$ cat config.mk
export PLATFORM = sky130hd
export DESIGN_NAME = dircc_counter_recv_handler_flat
export DESIGN_NICKNAME = d
export VERILOG_FILES = /design/src/rtl/dircc_counter_recv_handler_pkg.sv /design/src/rtl/dircc_counter_recv_handler_if.sv /design/src/rtl/dircc_counter_recv_handler_update.sv /design/src/rtl/dircc_counter_recv_handler.sv /design/src/flat_wrapper.sv
export SDC_FILE = /design/constraint.sdc
export NUM_CORES = 1
export LEC_CHECK = 0
export BUFFER_PORTS_ARGS = -buffer_cell sky130_fd_sc_hd__buf_2
export CAP_MARGIN = 10
export CORE_UTILIZATION = 38
export CTS_BUF_LIST = sky130_fd_sc_hd__clkbuf_16
export CTS_CLUSTER_SIZE = 16
export DETAILED_ROUTE_END_ITERATION = 10
export PLACE_DENSITY = 0.7
export SYNTH_ARGS = -nofsm -noshare
export SYNTH_HDL_FRONTEND = slang
export SYNTH_SLANG_ARGS = --single-unit
$ cat constraint.sdc
create_clock -name clk -period 1.7 [get_ports clk]
set_input_delay 0.085 -clock clk [delete_from_list [all_inputs] [get_ports clk]]
set_output_delay 0.085 -clock clk [all_outputs]
set_load 0.02 [all_outputs]
$ cat src/rtl/dircc_counter_recv_handler_pkg.sv
// Shared packages for the counter receive handler: system state flags, bus types,
// application state layout, and the handler's FSM encoding.
package dircc_system_states_pkg;
   localparam logic [31:0] DIRCC_STATE_STOPPED = 32'h0000_0001;
   localparam logic [31:0] DIRCC_STATE_DONE    = 32'h0000_0002;
endpackage

package dircc_types_pkg;
   typedef struct packed {
      logic [15:0] dest_id;
      logic [15:0] src_id;
      logic [31:0] payload;
   } packet_data_t;

   typedef struct packed {
      logic [31:0] dircc_state;
      logic [31:0] dircc_state_extra;
      logic [63:0] user_state;
   } device_state_t;
endpackage

package dircc_application_pkg;
   localparam logic [15:0] MAX_COUNT_DEFAULT = 16'd100;

   // Lower 32 bits of user_state; shared with the send handler.
   typedef struct packed {
      logic [15:0] rts;
      logic [15:0] count;
   } counter_state_t;

   typedef struct packed {
      logic [31:0] tick;
   } tick_msg_t;
endpackage

package dircc_counter_recv_handler_pkg;
   typedef enum logic [1:0] {
      S_IDLE   = 2'd0,
      S_READ   = 2'd1,
      S_UPDATE = 2'd2,
      S_WRITE  = 2'd3
   } recv_state_t;
endpackage

$ cat src/rtl/dircc_counter_recv_handler_if.sv
// Packet-in, state-read and state-write handshakes of the counter receive handler.
interface dircc_counter_recv_handler_if;
   import dircc_types_pkg::*;

   packet_data_t  packet_in;
   logic          packet_in_valid;
   logic          packet_in_ready;
   logic          state_read_req;
   device_state_t read_state;
   logic          read_state_valid;
   device_state_t write_state;
   logic          write_state_valid;
   logic          write_state_ready;

   // slave: the handler; master: the network interface and state store around it
   modport slave (
      input  packet_in, packet_in_valid, read_state, read_state_valid, write_state_ready,
      output packet_in_ready, state_read_req, write_state, write_state_valid
   );
   modport master (
      output packet_in, packet_in_valid, read_state, read_state_valid, write_state_ready,
      input  packet_in_ready, state_read_req, write_state, write_state_valid
   );
endinterface

$ cat src/rtl/dircc_counter_recv_handler_update.sv
// Combinational UPDATE step: bumps count/rts, flags DONE at MAX_COUNT, decides drops.
// Stale-tick filtering is enabled by DIRCC_RECV_STALE_FILTER_EN.
module dircc_counter_update
   import dircc_system_states_pkg::*, dircc_types_pkg::*, dircc_application_pkg::*;
#(
   parameter logic [15:0] MAX_COUNT = MAX_COUNT_DEFAULT
) (
   input  device_state_t st,
   input  packet_data_t  pkt,
   output device_state_t st_new,
   output logic          drop
);
   counter_state_t cur, nxt;
   tick_msg_t      tick;
   logic           unused_bits;

   assign cur         = counter_state_t'(st.user_state[31:0]);
   assign tick        = tick_msg_t'(pkt.payload);
   assign unused_bits = ^{pkt, tick, st.user_state[63:32]};

   always_comb begin
      nxt.count = cur.count + 16'd1;
      nxt.rts   = (cur.rts == 16'hFFFF) ? cur.rts : cur.rts + 16'd1;
      st_new            = st;
      st_new.user_state = {32'h0, nxt};
      if (nxt.count == MAX_COUNT)
         st_new.dircc_state = st.dircc_state | DIRCC_STATE_DONE;
      drop = (|(st.dircc_state & DIRCC_STATE_STOPPED)) ||
             (|(st.dircc_state & DIRCC_STATE_DONE));
`ifdef DIRCC_RECV_STALE_FILTER_EN
      if (tick.tick[15:0] < cur.count)
         drop = 1'b1;
`endif
   end
endmodule

$ cat src/rtl/dircc_counter_recv_handler.sv
// Counter receive handler: packet -> read device state -> update -> write back.
// DIRCC_RECV_STALE_FILTER_EN adds stale-tick dropping and the drop_count port.
module dircc_counter_recv_handler
   import dircc_types_pkg::*, dircc_application_pkg::*, dircc_counter_recv_handler_pkg::*;
#(
   parameter int          ADDRESS_MEM_WIDTH = 32,
   parameter logic [15:0] MAX_COUNT         = MAX_COUNT_DEFAULT
) (
   input  logic                         clk,
   input  logic                         reset_n,
   input  logic [ADDRESS_MEM_WIDTH-1:0] address,
   dircc_counter_recv_handler_if.slave  bus
`ifdef DIRCC_RECV_STALE_FILTER_EN
   ,
   output logic [15:0]                  drop_count
`endif
);
   recv_state_t   state, state_nxt;
   packet_data_t  pkt_q;
   device_state_t st_q, st_new;
   logic          upd_drop;
   logic          unused_addr;

   assign unused_addr = ^address;

   dircc_counter_update #(.MAX_COUNT(MAX_COUNT)) u_update (
      .st     (st_q),
      .pkt    (pkt_q),
      .st_new (st_new),
      .drop   (upd_drop)
   );

   always_ff @(posedge clk or negedge reset_n) begin
      if (!reset_n) state <= S_IDLE;
      else          state <= state_nxt;
   end

   always_comb begin
      state_nxt             = state;
      bus.packet_in_ready   = 1'b0;
      bus.state_read_req    = 1'b0;
      bus.write_state_valid = 1'b0;
      case (state)
         S_IDLE: begin
            bus.packet_in_ready = 1'b1;
            if (bus.packet_in_valid) state_nxt = S_READ;
         end
         S_READ: begin
            bus.state_read_req = 1'b1;
            if (bus.read_state_valid) state_nxt = S_UPDATE;
         end
         S_UPDATE: state_nxt = upd_drop ? S_IDLE : S_WRITE;
         S_WRITE: begin
            bus.write_state_valid = 1'b1;
            if (bus.write_state_ready) state_nxt = S_IDLE;
         end
         default: state_nxt = S_IDLE;
      endcase
   end

   // write_state only changes in UPDATE, so it is stable throughout WRITE
   always_ff @(posedge clk or negedge reset_n) begin
      if (!reset_n) begin
         pkt_q           <= '0;
         st_q            <= '0;
         bus.write_state <= '0;
      end else begin
         if (state == S_IDLE && bus.packet_in_valid)  pkt_q <= bus.packet_in;
         if (state == S_READ && bus.read_state_valid) st_q  <= bus.read_state;
         if (state == S_UPDATE && !upd_drop)          bus.write_state <= st_new;
      end
   end

`ifdef DIRCC_RECV_STALE_FILTER_EN
   always_ff @(posedge clk or negedge reset_n) begin
      if (!reset_n)
         drop_count <= '0;
      else if (state == S_UPDATE && upd_drop && drop_count != 16'hFFFF)
         drop_count <= drop_count + 16'd1;
   end
`endif
endmodule

$ cat src/flat_wrapper.sv
// flat-port wrapper written by rule: the top's interface ports become plain ports
module dircc_counter_recv_handler_flat import dircc_types_pkg::*, dircc_application_pkg::*, dircc_counter_recv_handler_pkg::*;
#(
   parameter int          ADDRESS_MEM_WIDTH = 32,
   parameter logic [15:0] MAX_COUNT         = MAX_COUNT_DEFAULT
)
  (clk, reset_n, address, bus_packet_in, bus_packet_in_valid, bus_read_state, bus_read_state_valid, bus_write_state_ready, bus_packet_in_ready, bus_state_read_req, bus_write_state, bus_write_state_valid);
  dircc_counter_recv_handler_if bus_i ();
  input  logic clk;
  input  logic reset_n;
  input  logic [ADDRESS_MEM_WIDTH-1:0] address;
  input wire logic [$bits(bus_i.packet_in)-1:0] bus_packet_in;
  input wire logic [$bits(bus_i.packet_in_valid)-1:0] bus_packet_in_valid;
  input wire logic [$bits(bus_i.read_state)-1:0] bus_read_state;
  input wire logic [$bits(bus_i.read_state_valid)-1:0] bus_read_state_valid;
  input wire logic [$bits(bus_i.write_state_ready)-1:0] bus_write_state_ready;
  output wire logic [$bits(bus_i.packet_in_ready)-1:0] bus_packet_in_ready;
  output wire logic [$bits(bus_i.state_read_req)-1:0] bus_state_read_req;
  output wire logic [$bits(bus_i.write_state)-1:0] bus_write_state;
  output wire logic [$bits(bus_i.write_state_valid)-1:0] bus_write_state_valid;
  assign bus_i.packet_in = bus_packet_in;
  assign bus_i.packet_in_valid = bus_packet_in_valid;
  assign bus_i.read_state = bus_read_state;
  assign bus_i.read_state_valid = bus_read_state_valid;
  assign bus_i.write_state_ready = bus_write_state_ready;
  assign bus_packet_in_ready = bus_i.packet_in_ready;
  assign bus_state_read_req = bus_i.state_read_req;
  assign bus_write_state = bus_i.write_state;
  assign bus_write_state_valid = bus_i.write_state_valid;
  dircc_counter_recv_handler #(.ADDRESS_MEM_WIDTH(ADDRESS_MEM_WIDTH), .MAX_COUNT(MAX_COUNT)) u_core (.clk(clk), .reset_n(reset_n), .address(address), .bus(bus_i));
endmodule
== Word-level counts from Yosys, hierarchy flattened ==
Index checks and enable logic that the tools add are counted.
Operators by class
  reduce and logical (&&, ||, !) cells: 6
  equality and inequality tests: 8
  mux-type cells: 10
  add/subtract/negate cells: 2
Operators by type and width (number)
  $add 16x1->16 const B: 2
  $eq 16x16->1 const B: 1
  $eq 16x7->1 const B: 1
  $mux 16: 1
  $mux 2: 5
  $pmux 2 s4: 1
  $ne 2x2->1 const B: 3
  $eq 2x2->1 const B: 2
  $mux 1: 3
  $reduce_and 3->1: 1
  $eq 2x1->1 const B: 1
  $logic_and 1x1->1: 2
  $logic_not 2->1: 1
  $logic_not 1->1: 1
  $logic_or 1x1->1: 1
Storage, ports and cells
  logic and storage cells: 33
  register bits after elaboration: 194
  output and inout port bits: 131
  bits of input ports: 229

== Logic depth before layout (Yosys ltp) ==
Gate-level depths: netlist of run 1.
  depth after elaboration: 3
  depth in mapped cells: 7
  gate-level depth less buffers: 6

== Cells and area by module ==
From an unflattened synthesis of run 1, not the netlist that was laid out.
Second synthesis, totals
  cell total of the unflattened synthesis: 917
  area total of the unflattened synthesis: 13865.8 um^2
By module, submodules not included
  dircc_counter_recv_handler: area each 12186.7 um^2, sequential area each 8057.7 um^2, cells an instance 690, times used 1
  dircc_counter_update: area each 1679.1 um^2, sequential area each 0.0 um^2, cells an instance 227, times used 1

== Worst setup path after synthesis of run 1 ==
OpenSTA, ideal clock, no wires.
  path type: register to register
  start point: reg u_core.st_q[5] (netlist bit)
  end point: reg, netlist name u_core.bus.write_state[97]
  required time: 1596 ps
  period minus slack after synthesis: 1877 ps
  arrival: 1774 ps
  cell stages (with the launch flop): 8
  buffers on the path: 2
  slack: -177 ps
  library setup time: 104 ps
  cell sequence: dfrtp_1 buf_2 nand3_2 or4_1 buf_2 nor3_1 o22ai_1 o41ai_2
Between the ends
  cells in the longest elaborated chain, start to end: 3
RTL lines
  start, declared: line dircc_counter_recv_handler.sv:20  | device_state_t st_q, st_new;
  start signal, assigned: line dircc_counter_recv_handler.sv:69  | if (state == S_READ && bus.read_state_valid) st_q <= bus.read_state;
  $add 16x1->16: line dircc_counter_recv_handler_update.sv:22  | nxt.count = cur.count + 16'd1;
  $eq 16x7->1: line dircc_counter_recv_handler_update.sv:26  | if (nxt.count == MAX_COUNT)
  $mux 2: line dircc_counter_recv_handler_update.sv:26
No other way between the ends.
A chain may end at the register's enable or synchronous reset.

== Final worst setup path of run 1 ==
  start point: reg u_core.st_q[1] (netlist bit)
  end point: reg, netlist name u_core.bus.write_state[97]
Between the ends
  cells in the longest elaborated chain, start to end: 3
RTL lines (line)
  $add 16x1->16: dircc_counter_recv_handler_update.sv:22
  $eq 16x7->1: dircc_counter_recv_handler_update.sv:26
  $mux 2: dircc_counter_recv_handler_update.sv:26
No other way between the ends.

==> results of run 1 <==
[registers in the layout, indices dropped and copies added (netlist names)]
signal and cells:
u_core.st_q 96, u_core.state 2, u_core.bus.write_state 96
[cell families (layout without fill, tap and decap cells)]
family	Yosys count	in the layout	share of synthesized area (%)
flops	194	194	59.4
other cells	1	32	0.0459
buf+inv	74	404	5.11
simple gates	293	293	15.1
compound gates	49	49	3.49
xor+xnor	25	25	2.68
fa+ha+maj	3	3	0.459
mux	100	100	13.7
[worst max-delay path, cell delays in order, from the launching register on]
cell and delay, ns:
dfrtp_2 0.41, nand3_2 0.11, or4_4 0.57, nor3_2 0.20, o22ai_1 0.14, o41ai_2 0.23
[layout by cell type, fill, tap and decap left out, drive strengths merged, types with 3 or more instances in the layout]
cell           n
buf          263
nand2        228
dfrtp        194
dlygate4sd3  100
mux2          97
o21ai         33
conb          32
clkbuf        19
nor2          18
inv           15
xnor2         13
xor2          12
nand3         11
nand4          6
nor3           6
clkinv         6
and3           5
and2           4
a31oi          4
mux2i          3
nor4           3
ha             3
[final timing paths]
check / startpoint / endpoint / slack (ns) / cells past startpoint
min in group asynchronous: reset_n / u_core.bus.write_state[116]$_DFFE_PN0P_ / 0.18 / 2
setup / recovery: u_core.st_q[1]$_DFFE_PN0P_ / u_core.bus.write_state[97]$_DFFE_PN0P_ / -0.06 / 5
hold / removal: bus_packet_in_valid / u_core.state[0]$_DFFE_PN0P_ / 0.03 / 4
setup reg to reg: u_core.st_q[1]$_DFFE_PN0P_ / u_core.bus.write_state[97]$_DFFE_PN0P_ / -0.06 / 5
hold reg to reg: u_core.st_q[110]$_DFFE_PN0P_ / u_core.bus.write_state[110]$_DFFE_PN0P_ / 0.46 / 2
max in group asynchronous: reset_n / u_core.st_q[3]$_DFFE_PN0P_ / 0.83 / 3
[per-stage QoR]
| stage | std cells | area [um^2] |
|---|---|---|
| 3_3_place_gp | 1238 | 9860 |
| 2_1_floorplan | 770 | 8340 |
| 5_1_grt | 1375 | 11600 |
| 3_5_place_dp | 1238 | 9860 |
| 4_1_cts | 1373 | 11500 |
| 6_report | 1375 | 11600 |
[report_power, final]
part	internal, mW	leakage [nW]	switching (mW)
Combinational	3.72	3.13	4.40
Sequential	6.79	2.37	1.27
Clock	1.98	0.285	1.99
[layout make-up]
cell class	instances	area, um^2
well taps	275	344
repair buffers	365	2630
inverters	7	26.3
flip-flops and latches	194	4860
clock buffers	17	425
multi-input cells	502	3160
fillers	1828	9480
clock inverters	15	163
[timing repair]
action | in CTS | in global routing
buffers inserted | 3 | 1
pin swaps | 5 | 4
cloned | 0 | 1
hold buffers | 100 | 0
hold endpoints to repair | 144 | 0
setup endpoints to repair | 11 | 64
resized for setup | 12 | 17
[metal layers]
layer  track usage (%)  wire [um]  part of all wire, %
met5                 0          0                    0
met4              5.57        216                  1.1
met3              5.21       1310                  6.4
met2              30.7       9760                   48
met1              24.6       9070                   45
==> impl_metrics.yaml, run 1 <==
route:
  drt_iter0_drc: 248
  vias: 6369
  wirelength_um: 20400
  wl_per_cell_um: 14.8
  drt-vias-per-instance: 4.63
  first_pass_iters: 6
  antenna_left: 0
  drc: 0
floorplan:
  std_cell_rows: 53
  dieArea_um2: 22100
  io_pins: 360
  core-area_um2: 21100
  die_w_um: 149
  die_h_um: 149
  start_util_pct: 38.8
pwr:
  power_density_nw_per_um2: 1740
  ir_drop_v: 0.000815
  p_leak_nw: 5.79
  power_mw: 20.2
layout:
  area_growth_pct: 42.0
  postLayoutCoreUtil_pct: 55.0
  antenna-diode-count: 0
  drive_above_1_share_pct: 38.5
  final_nets: 1319
synthesis:
  synth_most_common_cell: "nand2_1"
  async_flop_share_pct: 100
  ys_warn_count: 0
  synth_cell_type_count: 43
  syn_area_um2: 8170
  synth_area_leaders: "dfrtp_1, mux2_2, nand2_1"
  seq_area_frac_synth_pct: 59.4
  synth_top_area_share_pct: 59.4
  synth_edf_count: 0
  postSynthCellCount: 739
  ys_ff_latch: 194
  yosysTopAreaCell: "dfrtp_1"
  synth_top_cells_by_count: "nand2_1, dfrtp_1, mux2_2"
  syn-mean-instance-area_um2: 11.1
  ys.flop_type: "dfrtp_1"
placed_design:
  dp_hpwl_um: 13300
  place.gp.congestion: 0.836
  io_buffer_count: 199
  post-place-ws_ns: -0.159
global_route:
  grt_pass1_vias: 6478
  grt_first_pass_wirelength_um: 32800
  grt_usage_pct: 18.9
  grt_overflow: 0
  grt_max_degree: 58
  antenna_found_initial: 0
outcome:
  status: "finished with violations"
  violations: "setup timing"
critical_path:
  required_ns: 2.01
  endpoint_kind: "flop"
  startpoint_type: "flop"
  crit_fanout: 3
  crit_type: "reg2reg"
  critical_path_arrival_ns: 2.07
sta:
  min_period_over_period_pct: 103
  fin_tns_setup_ns: -0.137
  layout_setup_ws_ns: -0.0580
  fin_skew_ns: 0.00721
  worst_slew_pin_slew_ns: 0.500
  min_period_ns: 1.76
  setup_violations: 5
  final-hold-violation-count: 0
  max_freq_ghz: 0.569
  slew_violations: 0
  max_slew_margin_pct: 66.6
  rsz0062_at_grt: "true"
  whs_ns: 0.0350
clock_tree:
  cts_buffers: 17
  cts_max_level: 4
  cts_max_path_buffers: 2
  cts.clk_slew.worst_paths_ns: 0.07
  cts_tree: "built"
  clock_sinks: 194
  root_buffer: "clkbuf_16"
  clk_latency_ns: 0.42
flow_run:
  drv_cap: 0
min_path:
  holdCritPathClass: "in2reg"
Power figures use the tool's default switching activity.
==> run 2: changes to the inputs <==
--- a/config.mk
+++ b/config.mk
@@ -11,7 +11,7 @@
 export CTS_BUF_LIST = sky130_fd_sc_hd__clkbuf_16
 export CTS_CLUSTER_SIZE = 16
 export DETAILED_ROUTE_END_ITERATION = 10
-export PLACE_DENSITY = 0.7
+export PLACE_DENSITY = 0.75
 export SYNTH_ARGS = -nofsm -noshare
 export SYNTH_HDL_FRONTEND = slang
 export SYNTH_SLANG_ARGS = --single-unit
==> run 2 against run 1 <==
Critical path depth is 2 higher. Wire length hardly changed. Combinational power hardly changed. Critical endpoint unchanged. Utilization is 0.27 points lower. First-iteration DRC count is 16% higher. Clock power is 2% higher. Power is 0.60% higher. Sequential cell count stayed put. The run still ends with setup timing left. Sequential power is 0.7% higher. Critical path type unchanged. Largest power group is now sequential cells. Fmax is 1.3% higher. Die area stayed put.
==> impl_metrics.yaml, run 2 (synthesis gave the netlist of run 1 again) <==
pwr:
  p_leak_nw: 5.76
  power_density_nw_per_um2: 1760
  power_mw: 20.3
  ir_drop_v: 0.000862
clock_tree:
  cts.clk_slew.worst_paths_ns: 0.08
  cts_tree: "built"
  cts_buffers: 17
  cts_max_path_buffers: 2
  clk_latency_ns: 0.43
  clock_sinks: 194
  root_buffer: "clkbuf_16"
  cts_max_level: 4
floorplan:
  io_pins: 360
  std_cell_rows: 53
  die_h_um: 149
  dieArea_um2: 22100
  core-area_um2: 21100
  die_w_um: 149
  start_util_pct: 38.8
global_route:
  grt_first_pass_wirelength_um: 33000
  grt_usage_pct: 19.1
  antenna_found_initial: 0
  grt_max_degree: 116
  grt_overflow: 0
  grt_pass1_vias: 6599
route:
  drc: 0
  wl_per_cell_um: 14.9
  drt_iter0_drc: 287
  drt-vias-per-instance: 4.70
  vias: 6435
  antenna_left: 0
  first_pass_iters: 4
  wirelength_um: 20300
sta:
  min_period_over_period_pct: 102
  worst_slew_pin_slew_ns: 0.641
  whs_ns: 0.0104
  fin_skew_ns: 0.0114
  slew_violations: 0
  final-hold-violation-count: 0
  rsz0062_at_grt: "true"
  setup_violations: 2
  max_slew_margin_pct: 57.2
  max_freq_ghz: 0.576
  layout_setup_ws_ns: -0.0353
  min_period_ns: 1.74
placed_design:
  place.gp.congestion: 0.838
  place_area_um2: 9820
  io_buffer_count: 199
  dp_hpwl_um: 13200
  placed_cells: 1234
layout:
  layout_common_cells: "nand2_1, buf_2, dfrtp_1, dlygate4sd3_1, mux2_2"
  fin_cells: 1369
  area_growth_pct: 41.3
  drive_above_1_share_pct: 38.3
  reg.largest.list: "u_core.bus.write_state x96, u_core.st_q x96, u_core.state x2"
  antenna-diode-count: 0
  final_nets: 1313
  final_area_um2: 11600
  layout_commonest_cell: "nand2_1"
critical_path:
  critical_path_arrival_ns: 2.05
  crit_type: "reg2reg"
  endpoint_kind: "flop"
  crit_fanout: 4
  required_ns: 2.02
  startpoint_type: "flop"
outcome:
  status: "finished with violations"
  violations: "setup timing"
min_path:
  holdCritPathClass: "in2reg"
flow_run:
  drv_cap: 0
==> run 2: worst paths after layout <==
check,from,depth (start not counted),end,slack (ns)
max in group asynchronous,reset_n,3,u_core.bus.write_state[103]$_DFFE_PN0P_,0.88
min in group asynchronous,reset_n,3,u_core.bus.write_state[112]$_DFFE_PN0P_,0.24
setup / recovery,u_core.st_q[0]$_DFFE_PN0P_,7,u_core.bus.write_state[97]$_DFFE_PN0P_,-0.04
setup reg to reg,u_core.st_q[0]$_DFFE_PN0P_,7,u_core.bus.write_state[97]$_DFFE_PN0P_,-0.04
hold / removal,bus_write_state_ready,4,u_core.state[0]$_DFFE_PN0P_,0.01
hold reg to reg,u_core.st_q[116]$_DFFE_PN0P_,2,u_core.bus.write_state[116]$_DFFE_PN0P_,0.47
==> run 2: layout make-up <==
class,count,area (um^2)
Fill cell,1783,9540
Sequential cell,194,4860
Multi-Input combinational cell,502,3160
Timing Repair Buffer,359,2560
Clock buffer,17,425
Tap cell,275,344
Clock inverter,15,181
Inverter,7,26.3
==> run 2: where the power goes <==
group	internal, mW	total (mW)	switching (mW)
Clock	2.01	4.07	2.06
Sequential	6.79	8.13	1.34
Combinational	3.70	8.10	4.39
Total	12.5	20.3	7.79
==> run 2: timing repair <==
action	CTS	global route
hold buffers	99	0
buffers inserted	1	3
resized for setup	10	20
endpoints found under the hold margin	291	0
pin swaps	5	9
setup endpoints to repair	8	28
==> run 2: stage by stage <==
stage	setup WS [ns]	TNS, ns	util, %
after global routing	-0.102	-0.285	54.8
final	-0.0353	-0.0477	54.8
after detailed placement	-0.167	-0.307	46.5
after floorplan	-0.0655	-0.0655	-
after global placement	-0.145	-0.244	46.5
after CTS	-0.0631	-0.0631	54.4
==> run 2: critical path, stage by stage, from the launching register on <==
cell,delay (ns)
dfrtp_2,0.43
ha_4,0.17
nand4_4,0.12
buf_4,0.17
or3_1,0.29
and3_2,0.19
o22ai_1,0.17
o41ai_2,0.08
==> run 2: metal layers <==
layer  global-route usage, %  wire length, um
met1                    23.7             8720
met5                       0                0
met2                    32.2            10100
met3                    5.40             1290
met4                    5.88              264
==> run 3: changes to the inputs <==
--- a/config.mk
+++ b/config.mk
@@ -11,6 +11,7 @@
 export CTS_BUF_LIST = sky130_fd_sc_hd__clkbuf_16
 export CTS_CLUSTER_SIZE = 16
 export DETAILED_ROUTE_END_ITERATION = 10
+export GPL_TIMING_DRIVEN = 0
 export PLACE_DENSITY = 0.75
 export SYNTH_ARGS = -nofsm -noshare
 export SYNTH_HDL_FRONTEND = slang
==> run 3 against run 2 <==
The flow still finishes with violations (setup timing). Sequential cell count did not move. Non-clock buffer count rose by 43. Register-to-register slack got worse by 0.07 ns. Fmax fell by 3.9%. Wire length rose by 12%. Cell count rose by 3.1%. Global-route usage rose by 1.0 points. Design area rose by 4.9%. Critical path type unchanged.
==> impl_metrics.yaml, run 3 (synthesis gave the netlist of run 1 again) <==
sta:
  fin_skew_ns: 0.00973
  slew_violations: 0
  layout_setup_ws_ns: -0.107
  worst_slew_pin_slew_ns: 0.627
  rsz0062_at_grt: "true"
  final-hold-violation-count: 0
  min_period_over_period_pct: 106
  max_freq_ghz: 0.554
  max_slew_margin_pct: 58.2
  whs_ns: 0.0301
  setup_violations: 7
  min_period_ns: 1.81
critical_path:
  critical_path_arrival_ns: 2.13
  reg2reg_from: "u_core.st_q[1]$_DFFE_PN0P_"
  required_ns: 2.02
  path_cells: "nand3_4 -> or4_4 -> nor3_4 -> o22ai_2 -> o41ai_2"
  startpoint_type: "flop"
  crit_fanout: 4
  critical_path.top_delay_family: "simple AND/OR/NAND/NOR gates"
  reg2regPathDepth: 5
  crit_type: "reg2reg"
  critPathBufInv: 0
  reg2reg_slack_ns: -0.11
  r2r-end: "u_core.bus.write_state[97]$_DFFE_PN0P_"
  crit_start: "u_core.st_q[1]$_DFFE_PN0P_"
  critPathSlowestCell: "or4_4"
  worst_path_largest_cell_delay_ns: 0.58
  endpoint_kind: "flop"
global_route:
  antenna_found_initial: 0
  grt_usage_pct: 20.1
  grt_overflow: 0
  grt_max_degree: 119
  grt_pass1_vias: 6692
  grt_first_pass_wirelength_um: 34500
layout:
  antenna-diode-count: 0
  fill_cells: 1773
  layout_common_cells: "buf_2, nand2_1, dfrtp_1, dlygate4sd3_1, mux2_2"
  final_nets: 1356
  drive_above_1_share_pct: 44.6
  layout_commonest_cell: "buf_2"
  postLayoutCoreUtil_pct: 57.5
  final_area_um2: 12100
  area_growth_pct: 48.3
  reg.largest.list: "u_core.bus.write_state x96, u_core.st_q x96, u_core.state x2"
floorplan:
  die_w_um: 149
  std_cell_rows: 53
  dieArea_um2: 22100
  io_pins: 360
  start_util_pct: 38.8
  die_h_um: 149
  core-area_um2: 21100
route:
  drt-vias-per-instance: 4.77
  wirelength_um: 22800
  wl_per_cell_um: 16.1
  drt_iter0_drc: 322
  antenna_left: 0
  drc: 0
  vias: 6729
  first_pass_iters: 6
outcome:
  violations: "setup timing"
  status: "finished with violations"
clock_tree:
  root_buffer: "clkbuf_16"
  clk_latency_ns: 0.43
  cts_buffers: 17
  cts.clk_slew.worst_paths_ns: 0.08
  cts_max_path_buffers: 2
  clock_sinks: 194
  cts_max_level: 4
  cts_tree: "built"
placed_design:
  place_area_um2: 9710
  dp_hpwl_um: 14000
  place.gp.congestion: 0.800
  io_buffer_count: 199
pwr:
  p_leak_nw: 6.07
  power_frac_clock_pct: 18.8
  comb_power_share_pct: 40.6
  ir_drop_v: 0.000866
  p_switching_mw: 8.09
  pwr-share-seq_pct: 40.6
  p_sw_share_pct: 39.0
  p_int_mw: 12.7
  power_density_nw_per_um2: 1710
min_path:
  hold_end: "u_core.state[0]$_DFFE_PN0P_"
  hp-start: "bus_packet_in_valid"
  min_path_cells: 4
  holdCritPathClass: "in2reg"
flow_run:
  drv_cap: 0
## run 3: cell count changes in the layout (fill, tap and decap cells not counted), sizes merged
cell	before	now
clkbuf	18	29
buf	259	291
clkinv	6	5
inv	16	17
## run 3: power groups by stage
stage | clock (mW) | sequential, mW | combinational [mW]
after global routing | 4.18 | 8.66 | 9.12
after CTS | 3.97 | 8.29 | 7.75
after floorplan | 0 | 9.20 | 3.66
after detailed placement | 0 | 8.34 | 7.01
after global placement | 0 | 8.23 | 6.82
final | 3.91 | 8.41 | 8.42
## run 3: per-layer routing
layer	vias to the layer above	GRT usage [%]	share of wire, %
li1	3152	-	-
met1	3291	24.6	41
met2	245	33.8	49
met3	41	5.49	6.7
met4	0	7.63	2.9
met5	-	0	0
## run 3: per-stage QoR
stage	instances	TNS, ns	total power, mW	setup WS, ns
global route	1412	-1.61	22.0	-0.191
detailed placement	1245	-85.82	15.3	-0.891
finish	1412	-0.317	20.7	-0.107
global placement	1244	-593.67	15.0	-2.64
CTS	1394	-0.0735	20.0	-0.0729
floorplan	770	-0.0655	12.9	-0.0655
## run 3: layout make-up
type / instances / area [um^2] / share of cell area, %
Multi-Input combinational cell: 502 / 3340 / 27.5
Clock inverter: 15 / 139 / 1.15
Timing Repair Buffer: 338 / 2440 / 20.2
Buffer: 64 / 538 / 4.44
Clock buffer: 17 / 425 / 3.51
Sequential cell: 194 / 4870 / 40.2
Inverter: 7 / 26.3 / 0.217
Tap cell: 275 / 344 / 2.84
## run 3: worst max path at each step
stage          depth (start not counted)  slack, ns                                     end
4_1_cts                                6      -0.07  u_core.bus.write_state[97]$_DFFE_PN0P_
2_1_floorplan                          6      -0.07  u_core.bus.write_state[97]$_DFFE_PN0P_
5_1_grt                                8      -0.19  u_core.bus.write_state[97]$_DFFE_PN0P_
3_5_place_dp                           6      -0.89  u_core.bus.write_state[84]$_DFFE_PN0P_
3_3_place_gp                           1      -2.64            u_core.st_q[102]$_DFFE_PN0P_
6_report                               5      -0.11  u_core.bus.write_state[97]$_DFFE_PN0P_
## run 3: worst min-delay path: stages
cell	delay [ns]
buf_2	0.07
nor2b_1	0.11
nor3_1	0.05
nor2_1	0.09
## run 3: repair_timing
item	in CTS	in global routing
hold buffers	99	0
buffers inserted	20	16
pin swaps	10	47
hold endpoints to repair	173	0
gates resized for setup	82	114
endpoints found under the setup margin	194	100
cloned	0	5
